**src/rtl/pulse_period_meter.sv**
```systemverilog
// pulse_period_meter
//
// Takes the single-cycle event pulse from the slow-to-fast synchroniser
// stage. It measures the number of clk2 cycles between consecutive pulses,
// counts events and flags a missing event after TIMEOUT cycles without a
// pulse. Each interval is presented on a valid/ready port.
//
// Build option:
//   PPM_AVG_EN - when defined, 2**AVG_LOG2 consecutive measurements are
//                averaged, and one averaged value is presented per group.
//                When undefined, every measurement is presented directly.
//
// Ports:
//   clk2          fast destination clock, rising edge
//   rstn          asynchronous active-low reset
//   enable        level, measurement active while high
//   clear         one-cycle synchronous clear of flags, counters and output
//   pulse_in      single-cycle event pulse
//   period_data   measured interval in clk2 cycles (CNT_W bits)
//   period_valid  period_data holds an untransferred measurement
//   period_ready  downstream accepts when valid & ready
//   evt_cnt       pulses seen while enabled, wraps (EVT_W bits)
//   timeout       sticky, no pulse arrived within TIMEOUT cycles
//   overrun       sticky, a measurement was dropped because the output was held
module pulse_period_meter #(
    parameter int              CNT_W    = 16,
    parameter int              EVT_W    = 16,
    parameter logic [CNT_W-1:0] TIMEOUT = CNT_W'(16'hFFF0),
    parameter int              AVG_LOG2 = 2
) (
    input  logic             clk2,
    input  logic             rstn,
    input  logic             enable,
    input  logic             clear,
    input  logic             pulse_in,
    output logic [CNT_W-1:0] period_data,
    output logic             period_valid,
    input  logic             period_ready,
    output logic [EVT_W-1:0] evt_cnt,
    output logic             timeout,
    output logic             overrun
);

    typedef enum logic [1:0] {
        IDLE    = 2'd0,
        ARMED   = 2'd1,
        MEASURE = 2'd2
    } state_t;

    state_t           state, state_nx;
    logic [CNT_W-1:0] cnt, cnt_nx;
    logic [EVT_W-1:0] evt_nx;
    logic             meas;       // a full interval ends this cycle
    logic             to_event;   // interval ran out without a pulse
    logic             load;       // a value is offered to the output port
    logic [CNT_W-1:0] load_val;

    // ---------------------------------------------------------------
    // Control FSM and interval counter
    // ---------------------------------------------------------------
    always_ff @(posedge clk2 or negedge rstn) begin
        if (!rstn) begin
            state   <= IDLE;
            cnt     <= '0;
            evt_cnt <= '0;
        end else begin
            state   <= state_nx;
            cnt     <= cnt_nx;
            evt_cnt <= evt_nx;
        end
    end

    always_comb begin
        state_nx = state;
        cnt_nx   = cnt;
        evt_nx   = evt_cnt;
        meas     = 1'b0;
        to_event = 1'b0;
        if (clear) begin
            // Clear outranks pulse, timeout and enable transitions.
            state_nx = enable ? ARMED : IDLE;
            cnt_nx   = '0;
            evt_nx   = '0;
        end else begin
            unique case (state)
                IDLE: begin
                    cnt_nx = '0;
                    if (enable) state_nx = ARMED;
                end
                ARMED: begin
                    if (!enable) begin
                        state_nx = IDLE;
                        cnt_nx   = '0;
                    end else if (pulse_in) begin
                        // The first pulse only opens an interval.
                        state_nx = MEASURE;
                        cnt_nx   = CNT_W'(1);
                        evt_nx   = evt_cnt + EVT_W'(1);
                    end
                end
                MEASURE: begin
                    if (!enable) begin
                        state_nx = IDLE;
                        cnt_nx   = '0;
                    end else if (pulse_in) begin
                        // The counter holds the cycles since the previous
                        // pulse, so it is the measurement itself.
                        meas   = 1'b1;
                        cnt_nx = CNT_W'(1);
                        evt_nx = evt_cnt + EVT_W'(1);
                    end else if (cnt >= TIMEOUT) begin
                        to_event = 1'b1;
                        state_nx = ARMED;
                        cnt_nx   = '0;
                    end else if (cnt != '1) begin
                        cnt_nx = cnt + CNT_W'(1);
                    end
                end
                default: begin
                    state_nx = IDLE;
                    cnt_nx   = '0;
                end
            endcase
        end
    end

    // ---------------------------------------------------------------
    // Measurement shaping (direct or averaged)
    // ---------------------------------------------------------------
`ifdef PPM_AVG_EN
    localparam int ACC_W  = CNT_W + AVG_LOG2;
    localparam int ACC_NW = AVG_LOG2 + 1;
    localparam logic [ACC_NW-1:0] ACC_LAST = ACC_NW'((1 << AVG_LOG2) - 1);

    logic [ACC_W-1:0]  acc;
    logic [ACC_W-1:0]  acc_sum;
    logic [ACC_NW-1:0] acc_n;

    assign acc_sum  = acc + ACC_W'(cnt);
    assign load     = meas && (acc_n == ACC_LAST);
    assign load_val = CNT_W'(acc_sum >> AVG_LOG2);

    always_ff @(posedge clk2 or negedge rstn) begin
        if (!rstn) begin
            acc   <= '0;
            acc_n <= '0;
        end else if (clear || to_event || !enable) begin
            // A broken sequence must not contribute to the next average.
            acc   <= '0;
            acc_n <= '0;
        end else if (meas) begin
            if (load) begin
                acc   <= '0;
                acc_n <= '0;
            end else begin
                acc   <= acc_sum;
                acc_n <= acc_n + ACC_NW'(1);
            end
        end
    end
`else
    localparam int unused_avg_log2 = AVG_LOG2;

    assign load     = meas;
    assign load_val = cnt;
`endif

    // ---------------------------------------------------------------
    // Output port and sticky flags
    // ---------------------------------------------------------------
    always_ff @(posedge clk2 or negedge rstn) begin
        if (!rstn) begin
            period_data  <= '0;
            period_valid <= 1'b0;
            overrun      <= 1'b0;
        end else if (clear) begin
            period_data  <= '0;
            period_valid <= 1'b0;
            overrun      <= 1'b0;
        end else if (load && period_valid && !period_ready) begin
            // Held output keeps its data; the new value is lost.
            overrun <= 1'b1;
        end else if (load) begin
            // Also covers a transfer and a new load in the same cycle.
            period_data  <= load_val;
            period_valid <= 1'b1;
        end else if (period_valid && period_ready) begin
            period_valid <= 1'b0;
        end
    end

    always_ff @(posedge clk2 or negedge rstn) begin
        if (!rstn) begin
            timeout <= 1'b0;
        end else if (clear) begin
            timeout <= 1'b0;
        end else if (to_event) begin
            timeout <= 1'b1;
        end
    end

endmodule

```
**config.mk**
```make
export PLATFORM = sky130hd
export DESIGN_NAME = pulse_period_meter
export DESIGN_NICKNAME = d
export VERILOG_FILES = /design/src/rtl/pulse_period_meter.sv
export SDC_FILE = /design/constraint.sdc
export NUM_CORES = 1
export LEC_CHECK = 0
export ABC_AREA = 1
export BUFFER_PORTS_ARGS = -buffer_cell sky130_fd_sc_hd__buf_2
export CORE_AREA = 2 2 147 92
export CTS_BUF_LIST = sky130_fd_sc_hd__clkbuf_8 sky130_fd_sc_hd__clkbuf_16
export CTS_CLUSTER_SIZE = 16
export DETAILED_ROUTE_END_ITERATION = 6
export DIE_AREA = 0 0 149 94
export GPL_TIMING_DRIVEN = 0
export PLACE_DENSITY = 0.49
export SLEW_MARGIN = 20
export SYNTH_ARGS = -nofsm -noshare
export SYNTH_HDL_FRONTEND = slang
export SYNTH_SLANG_ARGS = --single-unit
```
**constraint.sdc**
```tcl
create_clock -name clk2 -period 3.23 [get_ports clk2]
set_clock_uncertainty 0.15 [all_clocks]
set_input_delay 0.1615 -clock clk2 [delete_from_list [all_inputs] [get_ports clk2]]
set_output_delay 0.1615 -clock clk2 [all_outputs]
set_load 0.05 [all_outputs]
```
==> impl_metrics.csv, run 1 <==
group,metric,value,unit
outcome,status,"complete, no violations",
clock_network,tritoncts,"built",
logic_synthesis,yosysWarnings,0,
logic_synthesis,synth_edf_count,0,
timing,fmax,519.6,MHz
detailed_routing,drt_iter0_drc,136,
layout,fin_cells,582,
die,initial_core_util,22.64,%
timing,fin_ws,1.306,ns
layout,layout_common_cells,"nand2_1, dfrtp_1, inv_1",
place,dp_hpwl,5589,um
layout,area_growth,19.96,%
logic_synthesis,ys_async_sr_fraction,100.0,%
detailed_routing,via_per_inst,4.308,
logic_synthesis,synth_seq_cells,53,
layout,fillers,1382,
logic_synthesis,syn_avg_cell_area,7.842,sq um
critical_path,required,3.29,ns
die,die_height,94,um
logic_synthesis,syn_area,2846,sq um
flow_run,maxCapViolCount,0,
layout,design.final.nets,423,
timing,finalCritPeriodShare,59.58,%
clock_network,cts_max_level,2,
pwr,p_leak,0.001598,uW
logic_synthesis,ys_seq_area_share,46.59,%
critical_path,worst_setup_path_end_kind,"register",
global_routing,antenna_found_initial,0,
global_routing,overflow,0,
logic_synthesis,synth_ff_type,"dfrtp_1",
clock_network,root_buffer,"clkbuf_16",
clock_network,clock_path_buffers,2,
global_routing,grt_max_degree,54,
detailed_routing,ant_nets,0,
global_routing,grt_pass1_vias,2344,
hold_path,hold_class,"in -> reg",
place,post-place-ws,1.342,ns
place,place_congestion,0.8275,
detailed_routing,drc_errors,0,
detailed_routing,first_pass_iters,4,
timing,drv_slew,0,
detailed_routing,wl,7308,um
place,io_buffers,40,
global_routing,grt_pass1_wl,12350,um
global_routing,track_usage,11.09,%
critical_path,worstSetupStartpointType,"register",
logic_synthesis,synthCells,363,
clock_network,clk_latency,0.29,ns
layout,utilization,27.16,%
timing,relSlewSlack,52.61,%
timing,finalCriticalPeriod,1.924,ns
layout,final_common_cell,"nand2_1",
timing,tns,0,ns
timing,rsz0062_at_grt,"false",
critical_path,critical_path_arrival,1.99,ns
die,ios,41,
clock_network,numCtsBuffers,5,
clock_network,clock_sinks,53,
critical_path,path_max_fanout,4,
critical_path,critPathKind,"reg -> reg",
clock_network,path_clk_slew,0.07,ns
place,dp.cells,573,
timing,worstMarginPinSlew,0.7109,ns
pwr,power_density,419.6,nW/um^2
timing,final_hold_viol_count,0,
timing,setup_viol,0,
detailed_routing,wl_per_cell,12.56,um
detailed_routing,routed-via-count,2507,
die,core_area,12570,sq um
layout,drive_above_1_share,18.45,%
logic_synthesis,syn_nets,375,
die,rows,32,
pwr,ir_worst_vdd,0.0002080,V
die,die_width,149,um
logic_synthesis,synth_cell_types,32,
layout,antenna-diode-count,0,
die,die_area,14010,sq um
cell families after synthesis:
group                    count (synthesis)  share of synthesized area, %
AND/OR/NAND/NOR                        179                         29.63
buffers and inverters                   65                         9.714
AO/OA/AOI/OAI                           60                         11.43
flip-flops                              53                         46.59
adder cells (fa/ha/maj)                  6                         2.637
through the flow:
stage,hold slack (ns),cell area [sq um],total power [uW]
6_report,0.06195,3415,1433
5_1_grt,0.09255,3415,1506
4_1_cts,0.06679,3415,1455
3_5_place_dp,0.1224,3262,918.2
3_3_place_gp,0.3144,3259,916.0
2_1_floorplan,-0.2841,2846,850.6
report_power, final:
group	switching [uW]	internal (uW)
clock network	245	285
registers	20.3	680
logic	146	57.5
total	411	1020
path summary, 6_finish.rpt:
| kind | start | endpoint | slack (ns) | cells past startpoint |
|---|---|---|---|---|
| worst min register to register | overrun | overrun | 0.33 | 1 |
| worst max register to register | state[0] | cnt[7] | 1.31 | 8 |
| worst max-delay path | state[0] | cnt[7] | 1.31 | 8 |
| min in group asynchronous | rstn | timeout | 0.31 | 2 |
| max in group asynchronous | rstn | evt_cnt[6] | 2.14 | 2 |
| worst min-delay path | period_ready | period_valid | 0.06 | 4 |
synthesized netlist by cell type (all sizes together) (6+ instances only):
master	n	area, sq um
dfrtp	53	1326
buf	9	66.31
nor3	13	97.59
ha	6	75.07
nand2	65	266.5
nor2	46	175.2
nand3	41	210.2
inv	56	210.2
a21oi	22	121.4
o21ai	32	160.2
nand4	10	62.56
what timing repair did:
item	CTS	global route
endpoints found under the hold margin	53	0
buffers inserted	0	0
hold buffers	1	0
resized for setup	0	0
layer usage:
metal  part of all wire [%]  vias to the layer above  track usage (%)
met1                     55                     1168            17.07
met3                    5.7                        5            2.816
met2                     39                       53            15.17
met4                   0.86                        0            2.619
met5                      0                        -                0
li1                       -                     1281                -
cell type report:
| cell class | count | area [sq um] | share of cell area [%] |
|---|---|---|---|
| plain buffers | 9 | 66.31 | 1.942 |
| clock inverters | 3 | 17.52 | 0.5130 |
| multi-input cells | 245 | 1244 | 36.42 |
| well taps | 170 | 212.7 | 6.229 |
| flip-flops and latches | 53 | 1326 | 38.84 |
| repair buffers | 41 | 212.7 | 6.229 |
| inverters | 56 | 210.2 | 6.156 |
| clock buffers | 5 | 125.1 | 3.664 |
worst max-delay path, cell delays in order (launching register included):
cell and delay [ns]:
dfrtp_1 0.40, inv_1 0.08, ha_1 0.33, nand2_1 0.15, nor3_4 0.22, nand2_2 0.11, nand2_2 0.11, o21ai_0 0.15
a21oi_1 0.16
flip-flops by register name, indices dropped and copies added, names as in the netlist:
name / cells
state: 2
period_data: 16
period_valid: 1
timeout: 1
overrun: 1
evt_cnt: 16
cnt: 16
(Power assumes the default switching activity.)
==> run 2, diff against run 1 <==
==> constraint.sdc (replaced) <==
create_clock -name clk2 -period 1.92 [get_ports clk2]
set_clock_uncertainty 0.15 [all_clocks]
set_input_delay 0.096 -clock clk2 [delete_from_list [all_inputs] [get_ports clk2]]
set_output_delay 0.096 -clock clk2 [all_outputs]
set_load 0.05 [all_outputs]
==> run 2 against run 1 <==
The run now ends with hold timing left. Sequential power increased by 69%. Cell count is 1.5% higher. First-iteration DRC count grew 58%. Clock power rose by 75%. Hold slack worse by 0.065 ns. Global-route usage increased by 0.21 points. Flip-flop and latch count unchanged. Register-to-register slack got worse by 1.2 ns. Critical endpoint is now cnt[5]. Largest power group unchanged.
==> impl_metrics.csv, run 2 (synthesis gave the netlist of run 1 again) <==
group,metric,value,unit
layout,utilization,28.13,%
timing,finalCritPeriodShare,96.57,%
pwr,p_leak,0.001647,uW
hold_path,hold_class,"in -> reg",
critical_path,worst-path-buf-inv,1,
critical_path,required,1.99,ns
clock_network,path_clk_slew,0.07,ns
die,core_area,12570,sq um
flow_run,maxCapViolCount,0,
timing,whs,-0.002780,ns
critical_path,r2r_end,"cnt[5]",
global_routing,grt_pass1_vias,2416,
place,place_congestion,0.8556,
clock_network,root_buffer,"clkbuf_16",
outcome,violations,"hold timing",
timing,drv_slew,0,
critical_path,worst_setup_path_end_kind,"register",
layout,layout_common_cells,"nand2_1, inv_1, dfrtp_1",
global_routing,grt_max_degree,54,
critical_path,critical_path_arrival,1.92,ns
timing,finalCriticalPeriod,1.854,ns
die,ios,41,
detailed_routing,first_pass_iters,4,
critical_path,path_max_fanout,4,
pwr,power_density,706.6,nW/um^2
timing,final_hold_viol_count,1,
die,die_height,94,um
die,rows,32,
timing,worstMarginPinSlew,0.6977,ns
detailed_routing,drc_errors,0,
detailed_routing,ant_nets,0,
layout,final_common_cell,"nand2_1",
place,dp_hpwl,5608,um
critical_path,critPathKind,"reg -> reg",
clock_network,tritoncts,"built",
hold_path,min-delay-start,"period_ready",
timing,setup_viol,0,
timing,tns,0,ns
clock_network,clock_path_buffers,2,
critical_path,cpPeakStageDelay,0.40,ns
clock_network,clk_latency,0.29,ns
critical_path,rr_worst_depth,8,
die,die_area,14010,sq um
critical_path,cp.depth,8,
hold_path,min_to,"period_valid",
global_routing,antenna_found_initial,1,
critical_path,critical_path.most_common_cell,"nand2_2",
timing,fmax,539.3,MHz
clock_network,cts_max_level,2,
critical_path,worstSetupStartpointType,"register",
layout,antenna-diode-count,0,
layout,design.final.nets,432,
place,io_buffers,40,
detailed_routing,via_per_inst,4.323,
critical_path,reg2reg_from,"state[1]",
detailed_routing,drt_iter0_drc,215,
detailed_routing,wl_per_cell,12.59,um
hold_path,whs_path_depth,4,
critical_path,r2r_setup_slack,0.07,ns
layout,reg_top3,"cnt: 16 flops, evt_cnt: 16 flops, period_data: 16 flops",
clock_network,numCtsBuffers,5,
die,die_width,149,um
die,initial_core_util,22.64,%
critical_path,crit_chain,"inv_1 > ha_1 > nand2_2 > nor3_4 > nand2_2 > nand2_2 > o21ai_0 > a21oi_1",
outcome,status,"finished, violations left",
timing,relSlewSlack,53.48,%
critical_path,critical_path.top_delay_family,"simple AND/OR/NAND/NOR gates",
clock_network,clock_sinks,53,
critical_path,cpMaxStageDelayCell,"dfrtp_1",
global_routing,overflow,0,
layout,drive_above_1_share,23.28,%
timing,rsz0062_at_grt,"true",
pwr,ir_worst_vdd,0.0003535,V
layout,area_growth,24.22,%
detailed_routing,routed-via-count,2555,
detailed_routing,wl,7440,um
global_routing,grt_pass1_wl,12430,um
global_routing,track_usage,11.30,%
-- run 2: tightest hold or removal path: stages --
cell and delay, ns:
buf_2 0.08, inv_1 0.03, nand2_1 0.11, a21oi_1 0.08
-- run 2: layout make-up --
class	count	area, sq um
Sequential cell	53	1329
Buffer	9	66.31
Clock inverter	3	25.02
Multi-Input combinational cell	245	1287
Clock buffer	5	125.1
Timing Repair Buffer	50	280.3
Tap cell	170	212.7
Inverter	56	210.2
Fill cell	1396	9036
-- run 2: what timing repair did --
action                     4_1_cts  5_1_grt
hold endpoints to repair        53        0
setup endpoints to repair        0       28
hold buffers                     1        0
resized for setup                0       12
setup buffers                    0        9
-- run 2: through the flow --
stage / instances / area [sq um] / total power [uW] / setup WS, ns / hold WS (ns)
after global placement: 573 / 3262 / 1543 / 0.05349 / 0.2921
final: 591 / 3536 / 2499 / 0.06581 / -0.002780
after global routing: 591 / 3536 / 2631 / -0.04039 / 0.03598
after floorplan: 363 / 2849 / 1433 / 0.1238 / -0.3496
after CTS: 582 / 3425 / 2494 / 0.01976 / 0.001932
after detailed placement: 573 / 3264 / 1549 / 0.04272 / 0.05387
-- run 2: worst max path at each step --
stage	endpoint	start
after floorplan	evt_cnt[6]	evt_cnt[0]
after global placement	cnt[7]	state[0]
after detailed placement	cnt[5]	state[0]
after CTS	cnt[5]	state[0]
after global routing	cnt[13]	state[1]
final	cnt[5]	state[1]
-- run 2: routing by layer --
| metal | part of all wire [%] | global-route usage, % |
|---|---|---|
| met1 | 55 | 17.13 |
| met4 | 1.0 | 3.016 |
| met5 | 0.17 | 0 |
| met2 | 38 | 15.51 |
| met3 | 5.5 | 3.010 |
-- run 2: report_power, final --
part / total (uW) / internal [uW] / switching, uW
combinational: 390 / 131 / 259
clock: 928 / 491 / 437
sequential: 1180 / 1150 / 35.6
total: 2500 / 1770 / 731
